**config.mk**
```make
export PLATFORM = sky130hd
export DESIGN_NAME = mem_access
export DESIGN_NICKNAME = d
export VERILOG_FILES = /design/src/rtl/pipeline_pkg.sv /design/src/rtl/mem_timeout_ctr.sv /design/src/rtl/mem_access.sv
export SDC_FILE = /design/constraint.sdc
export NUM_CORES = 1
export LEC_CHECK = 0
export BUFFER_PORTS_ARGS = -buffer_cell sky130_fd_sc_hd__clkbuf_2
export CORE_UTILIZATION = 42
export CTS_CLUSTER_SIZE = 28
export DETAILED_ROUTE_END_ITERATION = 7
export PLACE_DENSITY_LB_ADDON = 0.2
export SLEW_MARGIN = 40
export SYNTH_ARGS = -nofsm -noshare
export SYNTH_HDL_FRONTEND = slang
export SYNTH_SLANG_ARGS = --single-unit
```
**constraint.sdc**
```tcl
create_clock -name clk -period 1.5 [get_ports clk]
set_input_delay 0.3 -clock clk [delete_from_list [all_inputs] [get_ports clk]]
set_output_delay 0.3 -clock clk [all_outputs]
set_load 0.02 [all_outputs]
```
**src/rtl/pipeline_pkg.sv**
```systemverilog
// Shared pipeline definitions: MEM-stage FSM states, datapath widths and the MEM/WB payload.
package pipeline_pkg;

    localparam int unsigned XLEN            = 32;
    localparam int unsigned REG_W           = 5;
    localparam int unsigned CTR_W           = 4;
    localparam int unsigned DEFAULT_TIMEOUT = 15;

    typedef enum logic {
        IDLE = 1'b0,
        BUSY = 1'b1
    } state_e;

    typedef struct packed {
        logic [XLEN-1:0]  readdata;
        logic [XLEN-1:0]  alu_result;
        logic [REG_W-1:0] rd;
        logic             memtoreg;
        logic             regwrite;
    } memwb_t;

endpackage

```
**src/rtl/mem_timeout_ctr.sv**
```systemverilog
// Wait-cycle counter for the MEM stage; flags the last permitted BUSY cycle.
module mem_timeout_ctr
    import pipeline_pkg::*;
#(
    parameter int unsigned TIMEOUT = DEFAULT_TIMEOUT
) (
    input  logic clk,
    input  logic rst_n,
    input  logic i_clr,
    input  logic i_en,
    output logic o_tc_c
);

    logic [CTR_W-1:0] r_count;

    always_ff @(posedge clk or negedge rst_n) begin
        if (!rst_n) begin
            r_count <= '0;
        end else if (i_clr) begin
            r_count <= '0;
        end else if (i_en) begin
            r_count <= r_count + CTR_W'(1);
        end
    end

    assign o_tc_c = (r_count == CTR_W'(TIMEOUT - 1));

endmodule

```
**src/rtl/mem_access.sv**
```systemverilog
// MEM pipeline stage: issues one data-memory request per load/store, stalls upstream
// until completion or timeout, and produces the MEM/WB register.
module mem_access
    import pipeline_pkg::*;
#(
    parameter int unsigned TIMEOUT = DEFAULT_TIMEOUT
) (
    input  logic             clk,
    input  logic             reset,
    input  logic [XLEN-1:0]  alu_result_in,
    input  logic [XLEN-1:0]  writedata_in,
    input  logic [REG_W-1:0] rd_in,
    input  logic             memtoreg_in,
    input  logic             memwrite_in,
    input  logic             regwrite_in,
    input  logic             dmem_ready,
    input  logic [XLEN-1:0]  dmem_rdata,
    output logic             dmem_req,
    output logic             dmem_we,
    output logic [XLEN-1:0]  dmem_addr,
    output logic [XLEN-1:0]  dmem_wdata,
    output logic             stall,
    output logic [XLEN-1:0]  readdata_out,
    output logic [XLEN-1:0]  alu_result_out,
    output logic [REG_W-1:0] rd_out,
    output logic             memtoreg_out,
    output logic             regwrite_out,
    output logic             misalign_out,
    output logic             bus_err_out
);

    state_e           r_state,    w_state_nx;
    memwb_t           r_wb,       w_wb_nx;
    logic             r_req,      w_req_nx;
    logic             r_we,       w_we_nx;
    logic [XLEN-1:0]  r_addr,     w_addr_nx;
    logic [XLEN-1:0]  r_wdata,    w_wdata_nx;
    logic [REG_W-1:0] r_rd_l,     w_rd_l_nx;
    logic             r_mtr_l,    w_mtr_l_nx;
    logic             r_rw_l,     w_rw_l_nx;
    logic             r_misalign, w_misalign_nx;
    logic             r_bus_err,  w_bus_err_nx;
    logic             w_stall;
    logic             w_ctr_clr;
    logic             w_ctr_en;
    logic             w_tc;
    logic             w_is_mem;
    logic             w_aligned;

    assign w_is_mem  = memtoreg_in | memwrite_in;
    assign w_aligned = (alu_result_in[1:0] == 2'b00);

    mem_timeout_ctr #(
        .TIMEOUT (TIMEOUT)
    ) u_ctr (
        .clk    (clk),
        .rst_n  (reset),
        .i_clr  (w_ctr_clr),
        .i_en   (w_ctr_en),
        .o_tc_c (w_tc)
    );

    // Next-state and next-register values; the MEM/WB default is a bubble.
    always_comb begin
        w_state_nx    = r_state;
        w_wb_nx       = '0;
        w_req_nx      = 1'b0;
        w_we_nx       = 1'b0;
        w_addr_nx     = '0;
        w_wdata_nx    = '0;
        w_rd_l_nx     = r_rd_l;
        w_mtr_l_nx    = r_mtr_l;
        w_rw_l_nx     = r_rw_l;
        w_misalign_nx = 1'b0;
        w_bus_err_nx  = 1'b0;
        w_stall       = 1'b0;
        w_ctr_clr     = 1'b0;
        w_ctr_en      = 1'b0;

        case (r_state)
            IDLE: begin
                if (!w_is_mem) begin
                    w_wb_nx.alu_result = alu_result_in;
                    w_wb_nx.rd         = rd_in;
                    w_wb_nx.memtoreg   = memtoreg_in;
                    w_wb_nx.regwrite   = regwrite_in;
                end else if (w_aligned) begin
                    w_stall    = 1'b1;
                    w_state_nx = BUSY;
                    w_ctr_clr  = 1'b1;
                    w_req_nx   = 1'b1;
                    w_we_nx    = memwrite_in;
                    w_addr_nx  = alu_result_in;
                    w_wdata_nx = writedata_in;
                    w_rd_l_nx  = rd_in;
                    w_mtr_l_nx = memtoreg_in;
                    w_rw_l_nx  = regwrite_in;
                end else begin
                    w_misalign_nx = 1'b1;
                end
            end
            BUSY: begin
                // Ready beats the timeout when both land in the same cycle.
                if (dmem_ready) begin
                    w_state_nx         = IDLE;
                    w_wb_nx.readdata   = r_we ? '0 : dmem_rdata;
                    w_wb_nx.alu_result = r_addr;
                    w_wb_nx.rd         = r_rd_l;
                    w_wb_nx.memtoreg   = r_mtr_l;
                    w_wb_nx.regwrite   = r_rw_l;
                end else if (w_tc) begin
                    w_state_nx   = IDLE;
                    w_bus_err_nx = 1'b1;
                end else begin
                    w_stall    = 1'b1;
                    w_ctr_en   = 1'b1;
                    w_req_nx   = r_req;
                    w_we_nx    = r_we;
                    w_addr_nx  = r_addr;
                    w_wdata_nx = r_wdata;
                end
            end
            default: w_state_nx = IDLE;
        endcase
    end

    always_ff @(posedge clk or negedge reset) begin
        if (!reset) begin
            r_state    <= IDLE;
            r_wb       <= '0;
            r_req      <= 1'b0;
            r_we       <= 1'b0;
            r_addr     <= '0;
            r_wdata    <= '0;
            r_rd_l     <= '0;
            r_mtr_l    <= 1'b0;
            r_rw_l     <= 1'b0;
            r_misalign <= 1'b0;
            r_bus_err  <= 1'b0;
        end else begin
            r_state    <= w_state_nx;
            r_wb       <= w_wb_nx;
            r_req      <= w_req_nx;
            r_we       <= w_we_nx;
            r_addr     <= w_addr_nx;
            r_wdata    <= w_wdata_nx;
            r_rd_l     <= w_rd_l_nx;
            r_mtr_l    <= w_mtr_l_nx;
            r_rw_l     <= w_rw_l_nx;
            r_misalign <= w_misalign_nx;
            r_bus_err  <= w_bus_err_nx;
        end
    end

    // Stall is forced low while reset is held so the pipeline is never frozen by a stale op.
    assign stall          = reset & w_stall;
    assign dmem_req       = r_req;
    assign dmem_we        = r_we;
    assign dmem_addr      = r_addr;
    assign dmem_wdata     = r_wdata;
    assign readdata_out   = r_wb.readdata;
    assign alu_result_out = r_wb.alu_result;
    assign rd_out         = r_wb.rd;
    assign memtoreg_out   = r_wb.memtoreg;
    assign regwrite_out   = r_wb.regwrite;
    assign misalign_out   = r_misalign;
    assign bus_err_out    = r_bus_err;

endmodule
```
### Word level (Yosys, flattened, before mapping)

Cells that the tools add are included.

| storage, ports and cells | value |
|---|---|
| register bits after elaboration | 151 |
| input bits | 107 |
| output and inout bits | 140 |

| operators by class | value |
|---|---|
| $add $sub $neg | 1 |
| eq/ne operators | 2 |
| mux-type cells | 34 |
| bitwise logic cells | 3 |
| reductions and logical operators | 3 |

Operators by type and width:

| cell | count |
|---|---|
| $mux 32 | 8 |
| $pmux 32 s2 | 2 |
| $pmux 39 s2 | 1 |
| $mux 71 | 1 |
| $mux 39 | 1 |
| $mux 1 | 16 |
| $mux 4 | 2 |
| $pmux 1 s2 | 3 |
| $add 4x1->4 const B | 1 |
| $eq 4x4->1 const B | 1 |
| $ne 3x2->1 const B | 1 |
| $reduce_and 3->1 | 1 |
| $logic_not 2->1 | 1 |
| $reduce_bool 2->1 | 1 |
| $and 1x1->1 | 1 |
| $not 1->1 | 1 |
| $or 1x1->1 | 1 |

### Logic depth before layout (Yosys ltp)

| depth | value |
|---|---|
| depth in word-level cells | 6 |
| mapped depth | 7 |
| gate-level depth less buffers | 5 |

### By module

A second synthesis with hierarchy kept.

| unflattened totals | value |
|---|---|
| cells, all modules | 351 |
| area total of the unflattened synthesis | 5332.6 um2 |

By module, submodules not included:

| module | instances | cells each | area an instance (um2) |
|---|---|---|---|
| mem_access | 1 | 331 | 5112.4 |
| mem_timeout_ctr | 1 | 20 | 220.2 |

### Worst setup path before layout

Ideal clock, no wire load.

| timing path | value |
|---|---|
| kind | reg2reg |
| from | register u_ctr.r_count[0] |
| to | register r_addr[10], in the netlist dmem_addr[10] |
| setup time | 121 ps |
| arrival | 1465 ps |
| required time | 1379 ps |
| setup slack | -86 ps |
| cell stages (with the launch flop) | 8 |
| cell sequence | dfrtp_1 -> inv_1 -> ha_1 -> nand3_1 -> and2_1 -> buf_6 -> buf_6 -> a22o_1 |

| between the ends | value |
|---|---|
| longest elaborated chain between the ends | 2 |

RTL lines:

| item | RTL line | text |
|---|---|---|
| start: declaration | mem_timeout_ctr.sv:14 | `logic [CTR_W-1:0] r_count;` |
| start signal: assignment | mem_timeout_ctr.sv:22 | `r_count <= r_count + CTR_W'(1);` |
| $eq 4x4->1 | mem_timeout_ctr.sv:26 | `assign o_tc_c = (r_count == CTR_W'(TIMEOUT - 1));` |
| $ne 3x2->1 (no source line) | n/a |  |
| end signal: assignment | mem_access.sv:145 | `r_addr <= w_addr_nx;` |
| end: declaration | mem_access.sv:36 | `logic [XLEN-1:0] r_addr, w_addr_nx;` |

No other way between the ends.
A chain may end at the register's enable or synchronous reset.

### Final worst setup path

| timing path | value |
|---|---|
| from | register r_state |
| to | output port stall |

| between the ends | value |
|---|---|
| longest elaborated chain between the ends | 3 |

RTL lines:

| item | RTL line | text |
|---|---|---|
| start: declaration | mem_access.sv:32 | `state_e r_state, w_state_nx;` |
| start signal: assignment | mem_access.sv:141 | `r_state <= w_state_nx;` |
| $not 1->1 (no source line) | n/a |  |
| $pmux 1 s2 (*) | mem_access.sv:80 | `case (r_state)` |
| via w_stall | mem_access.sv:43 | `logic w_stall;` |
| $and 1x1->1 (*) | mem_access.sv:156 | `assign stall = reset & w_stall;` |
| end: declaration | mem_access.sv:22 | `output logic stall,` |

Mark *: on every way through the listed nets, which the timed path passes. The rest lies on a longest branch.

==> run metrics <==
Fin Hold WS -74.9 ps; combinational power share 13.3%; drt first-iter violations 252; Peak VDD IR 603 uV; syn avg cell area 15.1 um2; clock root buffer clkbuf_16; synthesis-stage register bit count 151; status finished, violations left; clock latency reported for the late side of the worst-skew pair 410 ps; largest net degree at the start of global routing 84; GRT Util Overall 21.5%; Unique masters post-synth 23; Setup Viol. Count Final 70; worst rel slew slack 76.5%; first-pass GRT wire length 21200 um; syn_nets 462; Max Cap Viol 0; Internal 7.78 mW; share of cells above drive strength 1 51.7%; Max Clk Rate 0.523 GHz; Site Rows 40; # IOs 247; Flop pwr share 43.6%; final worst path period need 1910 ps; height of the die 115 um; RePlAce Congestion 0.740; Post-Route Skew 6.88 ps; static leakage 4.36 nW; Starting Density 43.8%; clk slew on worst S/H paths 60 ps; Post-Synthesis Cells 353; area of the die 13200 um2; leading cell type in the layout, fill and taps excluded clkbuf_2; nets@finish 742; area grow syn2layout 48.2%; WL final 13900 um; Place WS -89.1 ps; area leader, netlist dfrtp_1; antenna viol nets, final 0; Critical Path RT 1200 ps; Psw 2.45 mW; Area contributors post-synth dfrtp_1 71%, a22o_1 17%, and2_1 4.1%; cell area after layout 7930 um2; critical path class reg -> out; crit end category output pin; routed len/inst 17.1 um; Num CTS Buffers 17; Yosys warning count 0; max-slew violations 0; vias in the first global route 4031; antenna violations before repair 1; Seq/Total Area, Yosys 70.7%; worst endpoint data arrival time 1610 ps; HPWL Detailed 9070 um; final-report hold violation count 128; clock network power share 43.1%; Overall Power 10.2 mW; CP startpoint kind flip-flop; GR Overflow Total 0; H-tree levels 4; period utilisation layout 128%; most frequent cells in the layout 244 x clkbuf_2, 150 x dfrtp_1, 101 x a22o_1, 33 x and2_1, 17 x clkbuf_16; Synth Cell Area 5350 um2; drt drc 0; Fill cells 1004; Synth top area share 70.7%; failing checks negative hold slack, negative setup slack; DRT Pass-1 Iters 4; clock tree buffer depth 2; pwr/cell area 1290 nW/um2; Die X 115 um; via/cell ratio 4.94; vias 4024; Clock Sinks 151; Util after Layout 64.9%; CTS tree done; HP Class in -> async; core area 12200 um2; sw frac 24.0%; Final WS setup -414 ps; CP Max Fanout 5; RSZ-0062 raised after global routing yes; IO Port Bufs 246; Slew @ Worst Pin 350 ps; placed cell area 6910 um2
-- power groups by stage --
| stage | clock [mW] | combinational [mW] | sequential (mW) |
|---|---|---|---|
| after detailed placement | 0 | 1.18 | 4.52 |
| after global placement | 0 | 1.16 | 4.51 |
| after floorplan | 0 | 0.380 | 4.73 |
| final | 4.40 | 1.36 | 4.46 |
| after CTS | 4.48 | 1.36 | 4.45 |
| after global routing | 4.66 | 1.47 | 4.49 |
-- cell type report --
class / count / area [um2] / area share, %
sequential: 151 / 3780 / 47.7
multi-input combinational: 174 / 1450 / 18.3
tap: 168 / 210 / 2.65
clock buffer: 24 / 502 / 6.33
timing repair buffer: 287 / 1860 / 23.4
antenna: 1 / 2.50 / 0.0316
inverter: 2 / 7.51 / 0.0947
clock inverter: 8 / 118 / 1.48
-- cells in the mapped netlist --
cell type and count:
a21o_1 1, a22o_1 101, and2_1 35, and3_1 4, buf_2 11, buf_4 1
buf_6 9, clkbuf_1 5, dfrtp_1 151, ha_1 2, inv_1 2, mux2_1 6
mux2i_1 2, nand2_1 3, nand3_1 5, nor2_1 2, nor2_4 1, nor2b_1 3
nor3_1 3, o21ai_1 3, o22ai_1 1, o2bb2ai_1 1, or3_4 1
-- layer usage --
metal | global-route usage [%] | vias to the layer above | wire length (um)
met5 | 0 | - | 0
met4 | 8.66 | 0 | 260
met3 | 7.01 | 18 | 918
met2 | 35.0 | 148 | 6940
met1 | 26.6 | 2007 | 5820
li1 | - | 1851 | -
-- what timing repair did --
| item | 4_1_cts | 5_1_grt |
|---|---|---|
| resized for setup | 29 | 6 |
| endpoints found under the hold margin | 151 | 91 |
| setup buffers | 11 | 2 |
| setup endpoints to repair | 61 | 72 |
| pin swaps | 5 | 6 |
| gates cloned | 6 | 0 |
-- path summary, 6_finish.rpt --
check                                        end      startpoint  cells past startpoint  slack, ps
worst max-delay path                       stall         r_state                      4       -410
worst min-delay path              dmem_wdata[21]           reset                      2        -70
worst max register to register         r_rd_l[0]         r_state                      6       -320
worst min register to register          dmem_req        dmem_req                      1        470
max in group asynchronous       readdata_out[26]           reset                      3       1160
min in group clk                readdata_out[16]  dmem_rdata[16]                      2         90
-- critical path: stages, from the launching register on --
cell	delay, ps
dfrtp_2	430
or3_4	350
o2bb2ai_4	160
and2_4	160
buf_8	100
-- cell families after synthesis --
group / Yosys count / synth area share, %
and+or+nand+nor: 57 / 6.43
buffers and inverters: 28 / 3.56
AOI/OAI and AO/OA: 107 / 17.2
DFF: 151 / 70.7
adders and majority gates: 2 / 0.468
muxes: 8 / 1.64
-- flip-flops by register name, summed over array words and instances (netlist names), 4 cells and up --
signal	cells
alu_result_out	32
u_ctr.r_count	4
readdata_out	32
dmem_wdata	32
dmem_addr	32
r_rd_l	5
rd_out	5
-- per-stage QoR --
stage / setup TNS [ps] / instances
floorplan: -831 / 353
global placement: -935 / 765
detailed placement: -1510 / 765
CTS: -25720 / 814
global route: -20500 / 814
finish: -17290 / 815
Note: power is estimated with default switching activity, not from simulation.
